File: src/rtl/dac_sample_packer.sv
// dac_sample_packer
//   Packs a framed byte stream into 32-bit I/Q words for the dac_tx sample FIFO.
//   Byte 0 of each group of four lands in [31:24] and byte 3 in [7:0], so I = [31:16]
//   and Q = [15:0]. Input is throttled by FIFO watermarks with hysteresis. Words that
//   complete while the FIFO is full are dropped and counted as overflows. Frames whose
//   length is not a multiple of 4 are counted as framing errors.
// Ports:
//   clk, reset (async, active high), enable
//   rx_data/rx_valid/rx_sof/rx_eof/rx_ready : byte input with framing
//   data_we/data_out                         : FIFO write port (to dac_tx)
//   fifo_data_cnt/fifo_full                  : FIFO status
//   throttled, words_written, overflow_cnt, frame_err_cnt : status/counters
module dac_sample_packer #(
    parameter logic [15:0] HIGH_WATER = 16'd30720,
    parameter logic [15:0] LOW_WATER  = 16'd28672
) (
    input  logic        clk,
    input  logic        reset,
    input  logic        enable,
    input  logic [7:0]  rx_data,
    input  logic        rx_valid,
    input  logic        rx_sof,
    input  logic        rx_eof,
    output logic        rx_ready,
    output logic        data_we,
    output logic [31:0] data_out,
    input  logic [15:0] fifo_data_cnt,
    input  logic        fifo_full,
    output logic        throttled,
    output logic [31:0] words_written,
    output logic [15:0] overflow_cnt,
    output logic [15:0] frame_err_cnt
);

    typedef enum logic {IDLE, PACK} state_t;

    state_t      state_q, state_d;
    logic [1:0]  idx_q, idx_d;
    logic [23:0] part_q, part_d;        // bytes 0..2 of the word being assembled
    logic        enable_q, enable_d;
    logic        throttled_q, throttled_d;
    logic        data_we_q, data_we_d;
    logic [31:0] data_out_q, data_out_d;
    logic [31:0] words_q, words_d;
    logic [15:0] ovf_q, ovf_d;
    logic [15:0] err_q, err_d;

    logic accept;
    logic issue;
    logic byte_err;

    assign rx_ready      = ~enable_q | ~throttled_q;
    assign data_we       = data_we_q;
    assign data_out      = data_out_q;
    assign throttled     = throttled_q;
    assign words_written = words_q;
    assign overflow_cnt  = ovf_q;
    assign frame_err_cnt = err_q;

    always_comb begin
        state_d     = state_q;
        idx_d       = idx_q;
        part_d      = part_q;
        data_we_d   = 1'b0;
        data_out_d  = data_out_q;
        words_d     = words_q;
        ovf_d       = ovf_q;
        err_d       = err_q;
        issue       = 1'b0;
        byte_err    = 1'b0;
        enable_d    = enable;
        accept      = rx_valid & rx_ready & enable_q;

        if (!enable_q) begin
            // Disabled: bytes are swallowed and any partial word is dropped silently.
            state_d = IDLE;
            idx_d   = 2'd0;
        end else if (accept) begin
            case (state_q)
                IDLE: begin
                    if (rx_sof) begin
                        if (rx_eof) begin
                            byte_err = 1'b1;   // single-byte frame
                        end else begin
                            part_d[23:16] = rx_data;
                            idx_d         = 2'd1;
                            state_d       = PACK;
                        end
                    end
                end
                PACK: begin
                    if (rx_sof) begin
                        // Resync: an unfinished word is abandoned, the byte starts a new word.
                        byte_err = (idx_q != 2'd0) | rx_eof;
                        if (rx_eof) begin
                            idx_d   = 2'd0;
                            state_d = IDLE;
                        end else begin
                            part_d[23:16] = rx_data;
                            idx_d         = 2'd1;
                        end
                    end else begin
                        case (idx_q)
                            2'd0:    part_d[23:16] = rx_data;
                            2'd1:    part_d[15:8]  = rx_data;
                            2'd2:    part_d[7:0]   = rx_data;
                            default: issue         = 1'b1;
                        endcase
                        idx_d = idx_q + 2'd1;      // wraps 3 -> 0 after issue
                        if (rx_eof) begin
                            byte_err = (idx_q != 2'd3);
                            idx_d    = 2'd0;
                            state_d  = IDLE;
                        end
                    end
                end
                default: begin
                    state_d = IDLE;
                    idx_d   = 2'd0;
                end
            endcase
        end

        if (issue) begin
            if (!fifo_full) begin
                data_we_d  = 1'b1;
                data_out_d = {part_q, rx_data};
                words_d    = words_q + 32'd1;
            end else if (ovf_q != 16'hFFFF) begin
                ovf_d = ovf_q + 16'd1;
            end
        end

        if (byte_err && err_q != 16'hFFFF) begin
            err_d = err_q + 16'd1;
        end

        // Hysteresis: set at/above high water or full, release at/below low water.
        throttled_d = throttled_q;
        if (fifo_data_cnt >= HIGH_WATER || fifo_full) begin
            throttled_d = 1'b1;
        end else if (fifo_data_cnt <= LOW_WATER) begin
            throttled_d = 1'b0;
        end
    end

    always_ff @(posedge clk or posedge reset) begin
        if (reset) begin
            state_q     <= IDLE;
            idx_q       <= 2'd0;
            part_q      <= 24'd0;
            enable_q    <= 1'b0;
            throttled_q <= 1'b0;
            data_we_q   <= 1'b0;
            data_out_q  <= 32'd0;
            words_q     <= 32'd0;
            ovf_q       <= 16'd0;
            err_q       <= 16'd0;
        end else begin
            state_q     <= state_d;
            idx_q       <= idx_d;
            part_q      <= part_d;
            enable_q    <= enable_d;
            throttled_q <= throttled_d;
            data_we_q   <= data_we_d;
            data_out_q  <= data_out_d;
            words_q     <= words_d;
            ovf_q       <= ovf_d;
            err_q       <= err_d;
        end
    end

endmodule

File: config.mk
export PLATFORM = sky130hd
export DESIGN_NAME = dac_sample_packer
export DESIGN_NICKNAME = d
export VERILOG_FILES = /design/src/rtl/dac_sample_packer.sv
export SDC_FILE = /design/constraint.sdc
export NUM_CORES = 1
export LEC_CHECK = 0
export CAP_MARGIN = 10
export CORE_MARGIN = 8
export CORE_UTILIZATION = 45
export CTS_BUF_LIST = sky130_fd_sc_hd__clkbuf_8
export DETAILED_ROUTE_END_ITERATION = 12
export PLACE_DENSITY = 0.77
export SLEW_MARGIN = 20
export SYNTH_ARGS = -nofsm -noshare
export SYNTH_HDL_FRONTEND = slang
export SYNTH_SLANG_ARGS = --single-unit
File: constraint.sdc
create_clock -name clk -period 7 [get_ports clk]
set_clock_uncertainty 0.2 [all_clocks]
set_input_delay 1.4 -clock clk [delete_from_list [all_inputs] [get_ports clk]]
set_output_delay 1.4 -clock clk [all_outputs]
set_load 0.005 [all_outputs]
-- Word-level counts from Yosys, hierarchy flattened
Cells that the tools add are included.
- logic and storage cells: 83
- register bits: 126
- equal/unequal tests: 10
- $lt $le $gt $ge: 2
- reductions and logical operators: 12
- add/sub/neg operators: 4
- mux-type cells: 34
- bitwise gates (word level): 9
- operators by type and width (cell ; count):
    adder 16 x 1 -> 16 bit (second input constant) ; 2
    adder 32 x 1 -> 32 bit (second input constant) ; 1
    two-way mux 8 bit ; 4
    != test 16 bit (second input constant) ; 2
    two-way mux 1 bit ; 20
    greater-or-equal comparator 16 x 15 -> 1 bit (second input constant) ; 1
    <= comparator 16 x 15 -> 1 bit (second input constant) ; 1
    case mux 8 bit (2 select lines) ; 1
    two-way mux 2 bit ; 6
    AND reduction 5 bit ; 2
    != test 3 bit (second input constant) ; 2
    AND reduction 3 bit ; 2
    inverter 1 bit ; 5
    != test 2 bit (second input constant) ; 2
    case mux 1 bit (2 select lines) ; 2
    case mux 2 bit (2 select lines) ; 1
    AND reduction 4 bit ; 1
    nonzero test 2 bit ; 2
    != test 3 x 2 -> 1 bit (second input constant) ; 1
    OR reduction 3 bit ; 1
    adder 2 x 1 -> 2 bit (second input constant) ; 1
    AND 1 bit ; 2
    == test 2 x 1 -> 1 bit (second input constant) ; 1
    == test 2 bit (second input constant) ; 1
    other kinds (6) ; 7

-- Longest topological paths before layout
- depth in word-level cells: 8
- mapped depth: 8
- gate-level depth less buffers: 7

-- Worst setup path before layout
OpenSTA, ideal clock, no wires.
- path type: in2reg
- from: in rx_valid
- to: reg err_q[15] (netlist: frame_err_cnt[15])
- cell stages on the path: 5
- library setup time: 0.125 ns
- path buffers: 0
- path slack: 4.153 ns
- data arrival time: 2.522 ns
- cell sequence: and2b_2 > o2111a_2 > o2111a_1 > nor3b_2 > mux2_4
- cells in the longest elaborated chain, start to end: 5
- RTL lines (item ; line ; text):
    start: declaration ; 21 ; input logic rx_valid,
    AND 1 bit (2 in series) ; 72 ; accept = rx_valid & rx_ready & enable_q;
    two-way mux 1 bit ; 78 ; end else if (accept) begin
    two-way mux 1 bit ; 74 ; if (!enable_q) begin
    logical AND 1 bit ; 134 ; if (byte_err && err_q != 16'hFFFF) begin
    end signal: assignment ; 169 ; err_q <= err_d;
    end: declaration ; 46 ; logic [15:0] err_q, err_d;
No other way between the ends.
A chain may end at the register's enable or synchronous reset.

-- Final worst setup path
- from: in fifo_full
- to: reg words_q[3] (netlist: words_written[3])
- cells in the longest elaborated chain, start to end: 2
- RTL lines (item ; line ; text):
    start: declaration ; 28 ; input logic fifo_full,
    inverter 1 bit (no line) ; - ;
    AND reduction 2 bit (no line) ; - ;
    end signal: assignment ; 167 ; words_q <= words_d;
    end: declaration ; 44 ; logic [31:0] words_q, words_d;
No other way between the ends.

==> flow_metrics.tcl <==
set metrics [dict create \
    max_slew_margin 0.435 \
    cts.sinks 126 \
    avgSynthCellArea_um2 11.1 \
    drt_wl_total_um 12700 \
    tightest_slew_ns 0.847 \
    first_iter_violations 221 \
    synth_edf_count 0 \
    dieArea_um2 16200 \
    routabilityCongestion 0.756 \
    reg2reg_to "words_written[3]" \
    dp_hpwl_um 9170 \
    maxCapViolCount 0 \
    reg2reg_from "idx_q[0]" \
    grt_pass1_wl_um 21400 \
    cts_resized 0 \
    first_pass_iters 4 \
    rsz0062_at_grt "no" \
    fp.dieW_um 127 \
    rows 40 \
    post_cts_buffers 0 \
    drive_gt1_frac 0.130 \
    synth_seq_cells 126 \
    grt_max_degree 71 \
    post_drt_wl_per_cell_um 15.5 \
    setup.worst_path.end "words_written[3]" \
    clock-root-buffer "clkbuf_8" \
    vias 4163 \
    ctsHoldBuffers 0 \
    overflow 0 \
    tritoncts "done" \
    final.setup.tns_ns 0 \
    hp-class "flip-flop to flip-flop" \
    status "finished clean" \
    syn2layout_area_growth_pct 34.2 \
    p_leak_nw 3.51 \
    ys_types 52 \
    startpoint "fifo_full" \
    utilization 0.619 \
    finalCritPeriodShare 0.495 \
    fmax_mhz 289 \
    start_kind "primary input" \
    ys.flop_type "dfrtp_1" \
    syn_area_um2 5560 \
    critPathKind "primary input to flip-flop" \
    cp_slowest_cell "clkdlybuf4s50_1" \
    hold_slack_ns 0.264 \
    grt_pass1_vias 4331 \
    final_cell_area_um2 7470 \
    slew_violations 0 \
    io_pins 130 \
    crit_fanout 36 \
    seq_area_frac_synth 0.567 \
    async_reset_ff_frac 1.00 \
    hold_viol_final 0 \
    fp.dieH_um 127 \
    num_antenna_cells 0 \
    core-area_um2 12100 \
    min_period_ns 3.46 \
    rr_worst_depth 7 \
    arrival_ns 3.56 \
    worstSkewPairLatency_ns 0.42 \
    layout.nets 682 \
    grt_antenna_before_repair 0 \
    cts_buffers 17 \
    synth_nets 541 \
    crit_chain "clkdlybuf4s50_1 > nand4bb_4 > or2_1 > buf_4 > inv_2 > nand4_1 > xnor2_1" \
    yosys_warnings 0 \
    max_stage_delay_ns 0.51 \
    drc_errors 0 \
    reg2reg_slack_ns 4.41 \
    clockBufferDepth 2 \
    placed_area_um2 7040 \
    port_buffers 129 \
    initial_core_util 0.461 \
    vias_per_cell 5.06 \
    syn_inst 502 \
    htree_levels 4 \
    ant_nets 0 \
    p_per_area_nw_per_um2 201 \
    ir_drop_v 0.000134 \
    crit_path_end_kind "flip-flop" \
    cp.required_ns 7.10 \
    grt_usage 0.164 \
    setup_violations 0 \
    clk_pin_slew_ns 0.06 \
]
placed cells by master, fill, tap and decap left out, types with 2 or more instances in the layout:
cell	synthesis	layout
nor2b_1	3	3
a31oi_1	5	5
o21ai_0	2	2
clkinv_2	0	3
ha_1	8	8
bufinv_16	0	3
xor2_1	13	13
inv_1	9	9
nor2_1	16	16
nor3_1	7	7
nand4_1	14	14
nand3_1	28	28
nor4_1	5	5
mux2_2	25	25
nand4_2	2	2
buf_4	0	2
and4_1	4	4
and3_4	2	2
clkbuf_8	0	23
nor3_4	2	2
and3_1	10	10
a21oi_1	11	11
and2_1	2	2
dfrtp_1	126	126
xnor2_1	40	40
nand2_1	129	129
clkdlybuf4s50_1	0	129
nor3_2	3	3
stage by stage:
step / cells / setup slack, ns / power, W
2_1_floorplan: 502 / 2.04 / 0.000805
3_3_place_gp: 792 / 3.15 / 0.000847
4_1_cts: 822 / 3.54 / 0.00152
5_1_grt: 822 / 3.42 / 0.00156
3_5_place_dp: 792 / 3.08 / 0.000851
6_report: 822 / 3.54 / 0.00150
power breakdown:
group | switching, W | total (W) | internal, W | leakage (nW)
logic | 0.0000338 | 0.0000755 | 0.0000417 | 1.56
clock network | 0.000260 | 0.000663 | 0.000403 | 0.225
registers | 0.0000149 | 0.000759 | 0.000744 | 1.72
total | 0.000309 | 0.00150 | 0.00119 | 3.51
flip-flops by register name, indices dropped and copies added (netlist names):
signal / count
throttled: 1
idx_q: 2
part_q: 24
words_written: 32
state_q: 1
overflow_cnt: 16
data_we: 1
data_out: 32
frame_err_cnt: 16
enable_q: 1
kinds of logic (layout without fill, tap and decap cells):
group	Yosys count	in the layout	share of synthesized area
buffers and inverters	19	171	0.0139
AO/OA/AOI/OAI	27	27	0.0367
XOR/XNOR	53	53	0.0834
flip-flops	126	126	0.567
AND/OR/NAND/NOR	242	242	0.226
adder cells (fa/ha/maj)	8	8	0.0180
multiplexers	27	27	0.0553
final cells by class:
cell class / instances / area, um2
fill: 993 / 4590
sequential: 126 / 3150
multi-input combinational: 357 / 2330
timing repair buffer: 131 / 1310
clock buffer: 23 / 317
tap: 168 / 210
clock inverter: 7 / 109
inverter: 10 / 40.0
worst max-delay path: cells and delay by family:
kind,cells,cell delay (ns)
xor+xnor,1,0.16
buf+inv,3,1.25
simple gates,3,0.76
worst min-delay path by stage:
stage	startpoint	endpoint	slack, ns	cells after the start
after CTS	part_q[8]	data_out[16]	0.27	2
after floorplan	part_q[2]	data_out[10]	0.23	2
after global placement	part_q[14]	data_out[22]	0.24	2
after detailed placement	part_q[13]	data_out[21]	0.25	2
after global routing	words_written[31]	words_written[31]	0.28	1
final	part_q[8]	data_out[16]	0.26	2
Yosys cell counts (2+ instances only):
master | count | area [um2]
a21oi_1 | 11 | 55.1
a31oi_1 | 5 | 31.3
and2_1 | 2 | 12.5
and3_1 | 10 | 62.6
and3_4 | 2 | 22.5
and4_1 | 4 | 35.0
buf_2 | 5 | 25.0
clkbuf_1 | 4 | 15.0
dfrtp_1 | 126 | 3150
ha_1 | 8 | 100
inv_1 | 9 | 33.8
mux2_2 | 25 | 282
nand2_1 | 129 | 484
nand3_1 | 28 | 140
nand4_1 | 14 | 87.6
nand4_2 | 2 | 25.0
nor2_1 | 16 | 60.1
nor2b_1 | 3 | 18.8
nor3_1 | 7 | 35.0
nor3_2 | 3 | 30.0
nor3_4 | 2 | 32.5
nor4_1 | 5 | 31.3
o21ai_0 | 2 | 10.0
xnor2_1 | 40 | 350
xor2_1 | 13 | 114
routing by layer:
metal | routed length, um | vias up | GRT usage
met5 | 0 | - | 0
met4 | 199 | 0 | 0.0651
met3 | 852 | 16 | 0.0553
met2 | 6110 | 107 | 0.266
met1 | 5570 | 2037 | 0.198
li1 | - | 2003 | -
Note: power is estimated with default switching activity, not from simulation.
